File: src/rtl/qp_param_pipe.sv
// qp_param_pipe
//   Pipelined QP / per / rem calculator. It takes one QP request per coding
//   block and returns one result beat per colour component: Y, then Cb and Cr
//   (Y only for 4:0:0). Each beat carries the final Qp, Qp/6 and Qp%6.
//   Results leave through a valid/ready stream with full backpressure.
//
// Ports
//   clk, rst_n      clock, asynchronous active-low reset
//   in_valid/ready  request handshake; the request fields are latched on accept
//   in_qpy          signed luma QP
//   in_bd_offset    signed QpBdOffset (0..48)
//   in_cb_offset    signed Cb QP offset
//   in_cr_offset    signed Cr QP offset
//   in_chfmt        0=4:0:0 1=4:2:0 2=4:2:2 3=4:4:4
//   out_valid/ready result handshake
//   out_comp        0=Y 1=Cb 2=Cr
//   out_qp          final Qp (low QP_OUT_W bits)
//   out_per         Qp/6
//   out_rem         Qp%6
//   out_last        last beat of the request
module qp_param_pipe #(
   parameter int QP_W     = 8,
   parameter int QPC_MAX  = 57,
   parameter int QP_OUT_W = 8,
   parameter int PER_W    = 5
) (
   input  logic                       clk,
   input  logic                       rst_n,
   input  logic                       in_valid,
   output logic                       in_ready,
   input  logic signed [QP_W-1:0]     in_qpy,
   input  logic signed [QP_W-1:0]     in_bd_offset,
   input  logic signed [QP_W-1:0]     in_cb_offset,
   input  logic signed [QP_W-1:0]     in_cr_offset,
   input  logic [1:0]                 in_chfmt,
   output logic                       out_valid,
   input  logic                       out_ready,
   output logic [1:0]                 out_comp,
   output logic [QP_OUT_W-1:0]        out_qp,
   output logic [PER_W-1:0]           out_per,
   output logic [2:0]                 out_rem,
   output logic                       out_last
);

   // Two guard bits so qpy + offset cannot overflow before clipping.
   localparam int SW = QP_W + 2;
   localparam logic signed [SW-1:0] QPC_HI   = SW'(QPC_MAX);
   localparam logic signed [SW-1:0] LUMA_MAX = SW'(51);
   localparam logic signed [SW-1:0] ZERO     = SW'(0);

   typedef enum logic [1:0] {IDLE, ISS_Y, ISS_CB, ISS_CR} state_t;

   state_t                 state, state_nx;
   logic                   stall, take;
   logic                   issue_vld, issue_last;
   logic [1:0]             issue_comp;
   logic signed [QP_W-1:0] qpy_r, bd_r, cb_r, cr_r;
   logic [1:0]             chfmt_r;
   logic signed [SW-1:0]   qpy_x, bd_x, off_x, sum, qpi, qp_calc;
   logic                   vld_p1, last_p1;
   logic [1:0]             comp_p1;
   logic [QP_OUT_W-1:0]    qp_p1;
   logic [1:0]             open_cnt;

   // 4:2:0 chroma QP table; identity below 30, minus 6 above 42.
   function automatic logic signed [SW-1:0] chroma_map(input logic signed [SW-1:0] q);
      logic signed [SW-1:0] m;
      m = q;
      if (q > SW'(42)) begin
         m = q - SW'(6);
      end else begin
         case (q)
            SW'(30): m = SW'(29);
            SW'(31): m = SW'(30);
            SW'(32): m = SW'(31);
            SW'(33): m = SW'(32);
            SW'(34), SW'(35): m = SW'(33);
            SW'(36), SW'(37): m = SW'(34);
            SW'(38), SW'(39): m = SW'(35);
            SW'(40), SW'(41): m = SW'(36);
            SW'(42): m = SW'(37);
            default: m = q;
         endcase
      end
      return m;
   endfunction

   // Reciprocal multiply: (q*171)>>10 equals q/6 for every q in 0..255.
   function automatic logic [PER_W-1:0] div6(input logic [QP_OUT_W-1:0] q);
      logic [QP_OUT_W+7:0] prod;
      prod = (QP_OUT_W+8)'(q) * (QP_OUT_W+8)'(171);
      return PER_W'(prod >> 10);
   endfunction

   function automatic logic [2:0] rem6(input logic [QP_OUT_W-1:0] q,
                                       input logic [PER_W-1:0] per);
      logic [QP_OUT_W-1:0] r;
      r = q - QP_OUT_W'(QP_OUT_W'(per) * QP_OUT_W'(6));
      return 3'(r);
   endfunction

   assign stall    = out_valid & ~out_ready;
   // Gated by rst_n so in_ready reads 0 while reset is held.
   assign in_ready = rst_n & (state == IDLE) & ~stall;
   assign take     = in_valid & in_ready;

   always_ff @(posedge clk or negedge rst_n) begin
      if (!rst_n) state <= IDLE;
      else        state <= state_nx;
   end

   always_comb begin
      state_nx   = state;
      issue_vld  = 1'b0;
      issue_comp = 2'd0;
      issue_last = 1'b0;
      case (state)
         IDLE: begin
            if (take) state_nx = ISS_Y;
         end
         ISS_Y: begin
            issue_vld  = 1'b1;
            issue_comp = 2'd0;
            issue_last = (chfmt_r == 2'd0);
            if (!stall) state_nx = (chfmt_r == 2'd0) ? IDLE : ISS_CB;
         end
         ISS_CB: begin
            issue_vld  = 1'b1;
            issue_comp = 2'd1;
            if (!stall) state_nx = ISS_CR;
         end
         ISS_CR: begin
            issue_vld  = 1'b1;
            issue_comp = 2'd2;
            issue_last = 1'b1;
            if (!stall) state_nx = IDLE;
         end
         default: state_nx = IDLE;
      endcase
   end

   always_ff @(posedge clk) begin
      if (take) begin
         qpy_r   <= in_qpy;
         bd_r    <= in_bd_offset;
         cb_r    <= in_cb_offset;
         cr_r    <= in_cr_offset;
         chfmt_r <= in_chfmt;
      end
   end

   always_comb begin
      qpy_x = SW'(qpy_r);
      bd_x  = SW'(bd_r);
      off_x = (state == ISS_CB) ? SW'(cb_r) : SW'(cr_r);
      sum   = qpy_x + off_x;
      qpi   = sum;
      if (sum < -bd_x)       qpi = -bd_x;
      else if (sum > QPC_HI) qpi = QPC_HI;
      if (state == ISS_Y)        qp_calc = qpy_x + bd_x;
      else if (qpi < ZERO)       qp_calc = qpi + bd_x;
      else if (chfmt_r == 2'd1)  qp_calc = chroma_map(qpi) + bd_x;
      else                       qp_calc = ((qpi > LUMA_MAX) ? LUMA_MAX : qpi) + bd_x;
   end

   // ---- stage 1: Qp ----
   always_ff @(posedge clk or negedge rst_n) begin
      if (!rst_n) begin
         vld_p1  <= 1'b0;
         comp_p1 <= 2'd0;
         last_p1 <= 1'b0;
      end else if (!stall) begin
         vld_p1  <= issue_vld;
         comp_p1 <= issue_comp;
         last_p1 <= issue_last;
      end
   end

   always_ff @(posedge clk) begin
      if (!stall) qp_p1 <= QP_OUT_W'(qp_calc);
   end

   // ---- stage 2: per/rem, output register ----
   always_ff @(posedge clk or negedge rst_n) begin
      if (!rst_n) begin
         out_valid <= 1'b0;
         out_comp  <= 2'd0;
         out_last  <= 1'b0;
         out_qp    <= '0;
         out_per   <= '0;
         out_rem   <= 3'd0;
      end else if (!stall) begin
         out_valid <= vld_p1;
         out_comp  <= comp_p1;
         out_last  <= last_p1;
         out_qp    <= qp_p1;
         out_per   <= div6(qp_p1);
         out_rem   <= rem6(qp_p1, div6(qp_p1));
      end
   end

   // Requests accepted but whose last beat has not yet left.
   always_ff @(posedge clk or negedge rst_n) begin
      if (!rst_n) open_cnt <= 2'd0;
      else        open_cnt <= open_cnt + 2'(take) - 2'(out_valid & out_ready & out_last);
   end

   a_stable: assert property (@(posedge clk) disable iff (!rst_n)
      (out_valid & ~out_ready) |=> $stable({out_valid, out_comp, out_qp, out_per, out_rem, out_last}));
   a_rem: assert property (@(posedge clk) disable iff (!rst_n)
      out_valid |-> (out_rem < 3'd6));
   a_last: assert property (@(posedge clk) disable iff (!rst_n)
      (out_valid & out_ready & out_last) |-> (open_cnt != 2'd0));

endmodule
File: config.mk
export PLATFORM = sky130hd
export DESIGN_NAME = qp_param_pipe
export DESIGN_NICKNAME = d
export VERILOG_FILES = /design/src/rtl/qp_param_pipe.sv
export SDC_FILE = /design/constraint.sdc
export NUM_CORES = 1
export LEC_CHECK = 0
export CAP_MARGIN = 20
export CORE_MARGIN = 2
export CORE_UTILIZATION = 32
export DETAILED_ROUTE_END_ITERATION = 10
export GPL_ROUTABILITY_DRIVEN = 0
export PLACE_DENSITY = 0.54
export SLEW_MARGIN = 20
export SYNTH_ARGS = -nofsm -noshare
export SYNTH_HDL_FRONTEND = slang
export SYNTH_SLANG_ARGS = --single-unit
File: constraint.sdc
create_clock -name clk -period 6.2 [get_ports clk]
set_clock_uncertainty 0.2 [all_clocks]
set_input_delay 1.24 -clock clk [delete_from_list [all_inputs] [get_ports clk]]
set_output_delay 1.24 -clock clk [all_outputs]
set_load 0.05 [all_outputs]
==> summary.md <==
- hpwl dp: 10800 um
- sequential element share of the synthesized area: 35.1%
- crit-path most repeated cell: nand2_1
- I/O pin count: 59
- Clock transition at path regs: 0.06 ns
- layout overhead on the synthesized area: 40.7%
- setup repair after global routing missed its margin: yes
- number of library cell types mapped by synthesis: 78
- highest fanout seen on the critical path: 7
- achievable frequency: 155 MHz
- worst hold slack: 0.257 ns
- net total in the final layout: 804
- vias after detailed routing: 4552
- number of buffers on the longest clock path: 2
- number of register bits inferred by synthesis: 67
- fraction of final layout cells sized beyond drive strength 1: 27.1%
- element type at the critical path start: register
- clock net sink count: 67
- number of enable flip-flop cells after synthesis: 42
- antenna diode count: 0
- DRC Markers: 0
- Mapped Nets: 652
- DRC marker count from the first detailed-route iteration: 247
- Final Critical Period: 6.47 ns
- number of antenna violations at the first check in global routing: 0
- core utilization of the finished layout: 45.8%
- Core Area: 16500 um2
- CP endpoint: qp_p1[7]$_DFFE_PN_
- dominant register cell in the synthesized netlist: edfxtp_1
- Worst Reg2Reg Path Length in Cells: 34
- count leader, synth: ha_1
- count of final setup violators: 4
- largest stage delay on the critical path: 0.49 ns
- type of destination of the critical path: register
- worst-case setup margin in the final layout: -0.265 ns
- number of buffers inserted during clock tree synthesis: 9
- count of port buffers added during placement: 58
- post-DR wirelength/cell: 15.2 um
- Async SR Flop Fraction: 37.3%
- path type of the worst min-delay path: reg2reg
- Clock H-tree levels: 3
- proportion of netlist area held by the largest area contributor: 23.4%
- Syn Area/Cell: 10.1 um2
- worst flop-to-flop path endpoint: qp_p1[7]$_DFFE_PN_
- library cell occupying the most area in the post-synthesis netlist: edfxtp_1
- latest clock arrival within the worst-skew pair: 0.33 ns
- cell with the largest stage delay on the worst path: or4b_4
- clock tree from TritonCTS: built
- Cell Count, Final, Fillers Out: 910
- worst path arrival time: 6.34 ns
- worst setup path class: reg2reg
- Critical R2R Launch: state[0]$_DFFE_PN0P_
- count of warnings emitted by yosys: 0
- post-synthesis instance total: 533
- slew at the pin closest to its max-slew limit: 0.762 ns
- clock root buffer: clkbuf_16
- global-route wire length before repair: 22600 um
- number of max-slew violations in the final report: 0
- Post-Synthesis Cell Area: 5380 um2
- die outline area: 17900 um2
- total detailed-routing wirelength: 13800 um
- data required time at the worst endpoint: 6.07 ns
- pin count of the biggest net entering global routing: 36
- Slew headroom: 49.1%
- share of the cycle needed by the critical path after routing: 104%
- number of global-route vias before repair: 4678
- cell area reported after detailed placement: 6800 um2
- run status: finished with violations
- number of detailed-routing iterations run before antenna repair: 5
- FILL cells: 1503
- endpoints failing hold: 0
- aggregate global routing overflow: 0
- worst setup path start: state[0]$_DFFE_PN0P_
- Synth area leaders: edfxtp_1 (23%), ha_1 (16%), dfrtp_1 (12%), fa_1 (4.8%), nand2_1 (4.4%)
- detailed-route vias per instance: 5.00
- height of the chip: 134 um
- violations in the final reports: negative setup slack
- cell count after placement: 872
- Die Wd: 134 um
- total non-filler cell area in the finished layout: 7570 um2
- std cell rows: 47
- antenna viol nets, final: 0
- total track usage: 15.9%
- maxcap violations: 0
- effective utilization at floorplan: 32.6%
- setup slack of the most critical reg-to-reg path: -0.27 ns
- synth cell count leaders: ha_1 (68), nand2_1 (63), inv_1 (56)
==> worst max-delay path, delay by kind of cell, from the launching register on <==
family                   cells  cell delay (ns)
XOR/XNOR                     2             0.27
flip-flops                   1             0.38
buffers and inverters        4             0.50
adder cells (fa/ha/maj)      4             0.96
AO/OA/AOI/OAI               15             2.44
AND/OR/NAND/NOR              8             1.27
multiplexers                 1             0.20
==> layout make-up <==
type | instances | area, um2 | share of cell area, %
multi-input combinational | 395 | 3560 | 47.1
sequential | 67 | 1890 | 24.9
timing repair buffer | 154 | 1340 | 17.7
tap | 220 | 275 | 3.64
clock buffer | 14 | 274 | 3.62
inverter | 58 | 223 | 2.94
clock inverter | 2 | 8.76 | 0.116
==> registers in the layout, summed over array words and instances (netlist names), 5 cells and up, named ones only <==
signal   count
qpy_r        8
cb_r         8
out_per      5
out_qp       8
qp_p1        8
bd_r         8
cr_r         8
==> worst min path at each step <==
stage,start,end,cells after the start
6_report,vld_p1$_DFFE_PN0N_,out_valid$_DFFE_PN0N_,1
5_1_grt,vld_p1$_DFFE_PN0N_,out_valid$_DFFE_PN0N_,1
4_1_cts,vld_p1$_DFFE_PN0N_,out_valid$_DFFE_PN0N_,1
3_5_place_dp,vld_p1$_DFFE_PN0N_,out_valid$_DFFE_PN0N_,1
3_3_place_gp,vld_p1$_DFFE_PN0N_,out_valid$_DFFE_PN0N_,1
2_1_floorplan,vld_p1$_DFFE_PN0N_,out_valid$_DFFE_PN0N_,1
==> placed cells by master (no fill, tap or decap), drive strengths merged, types with 6 or more instances in the layout <==
cell type and n:
buf 96, ha 68, nand2 63, clkdlybuf4s50 58, inv 58, edfxtp 42
o21ai 28, dfrtp 25, a21oi 25, nor2 20, xnor2 17, clkbuf 14
fa 13, xor2 12, nand3 11, a21o 10, mux2 9, o21a 8
nor3 8, and3 8, and2 8, nand2b 7, o211ai 7, o21bai 6
==> cell families (layout without fill, tap and decap cells) <==
family / after synthesis / count (layout) / share of synthesized area, %
XOR/XNOR: 29 / 29 / 4.72
buffers and inverters: 72 / 228 / 5.61
AO/OA/AOI/OAI: 129 / 129 / 17.8
multiplexers: 11 / 11 / 2.26
AND/OR/NAND/NOR: 144 / 145 / 13.9
adder cells (fa/ha/maj): 81 / 81 / 20.7
flip-flops: 67 / 67 / 35.1
==> per-stage QoR <==
step / setup WS, ns / TNS (ns)
after floorplan: -0.181 / -0.200
after global routing: -0.642 / -1.88
after global placement: -0.225 / -0.378
final: -0.265 / -0.439
after detailed placement: -0.346 / -0.654
after CTS: -0.189 / -0.226
==> routing by layer <==
layer / vias to the layer above / wire [um] / GRT usage, %
li1: 2217 / - / -
met1: 2182 / 6100 / 19.9
met2: 115 / 6720 / 26.9
met3: 38 / 575 / 2.66
met4: 0 / 423 / 7.09
met5: - / 0 / 0
==> what timing repair did <==
item / in CTS / in global routing
cloned: 1 / 0
gates resized for setup: 49 / 8
buffers inserted: 19 / 3
hold buffers: 0 / 0
endpoints found under the setup margin: 4 / 5
pin swaps: 34 / 17
Power is left out: the tool's default activity adds up to more than one toggle a clock period on the data nets, which glitch-free logic cannot reach.
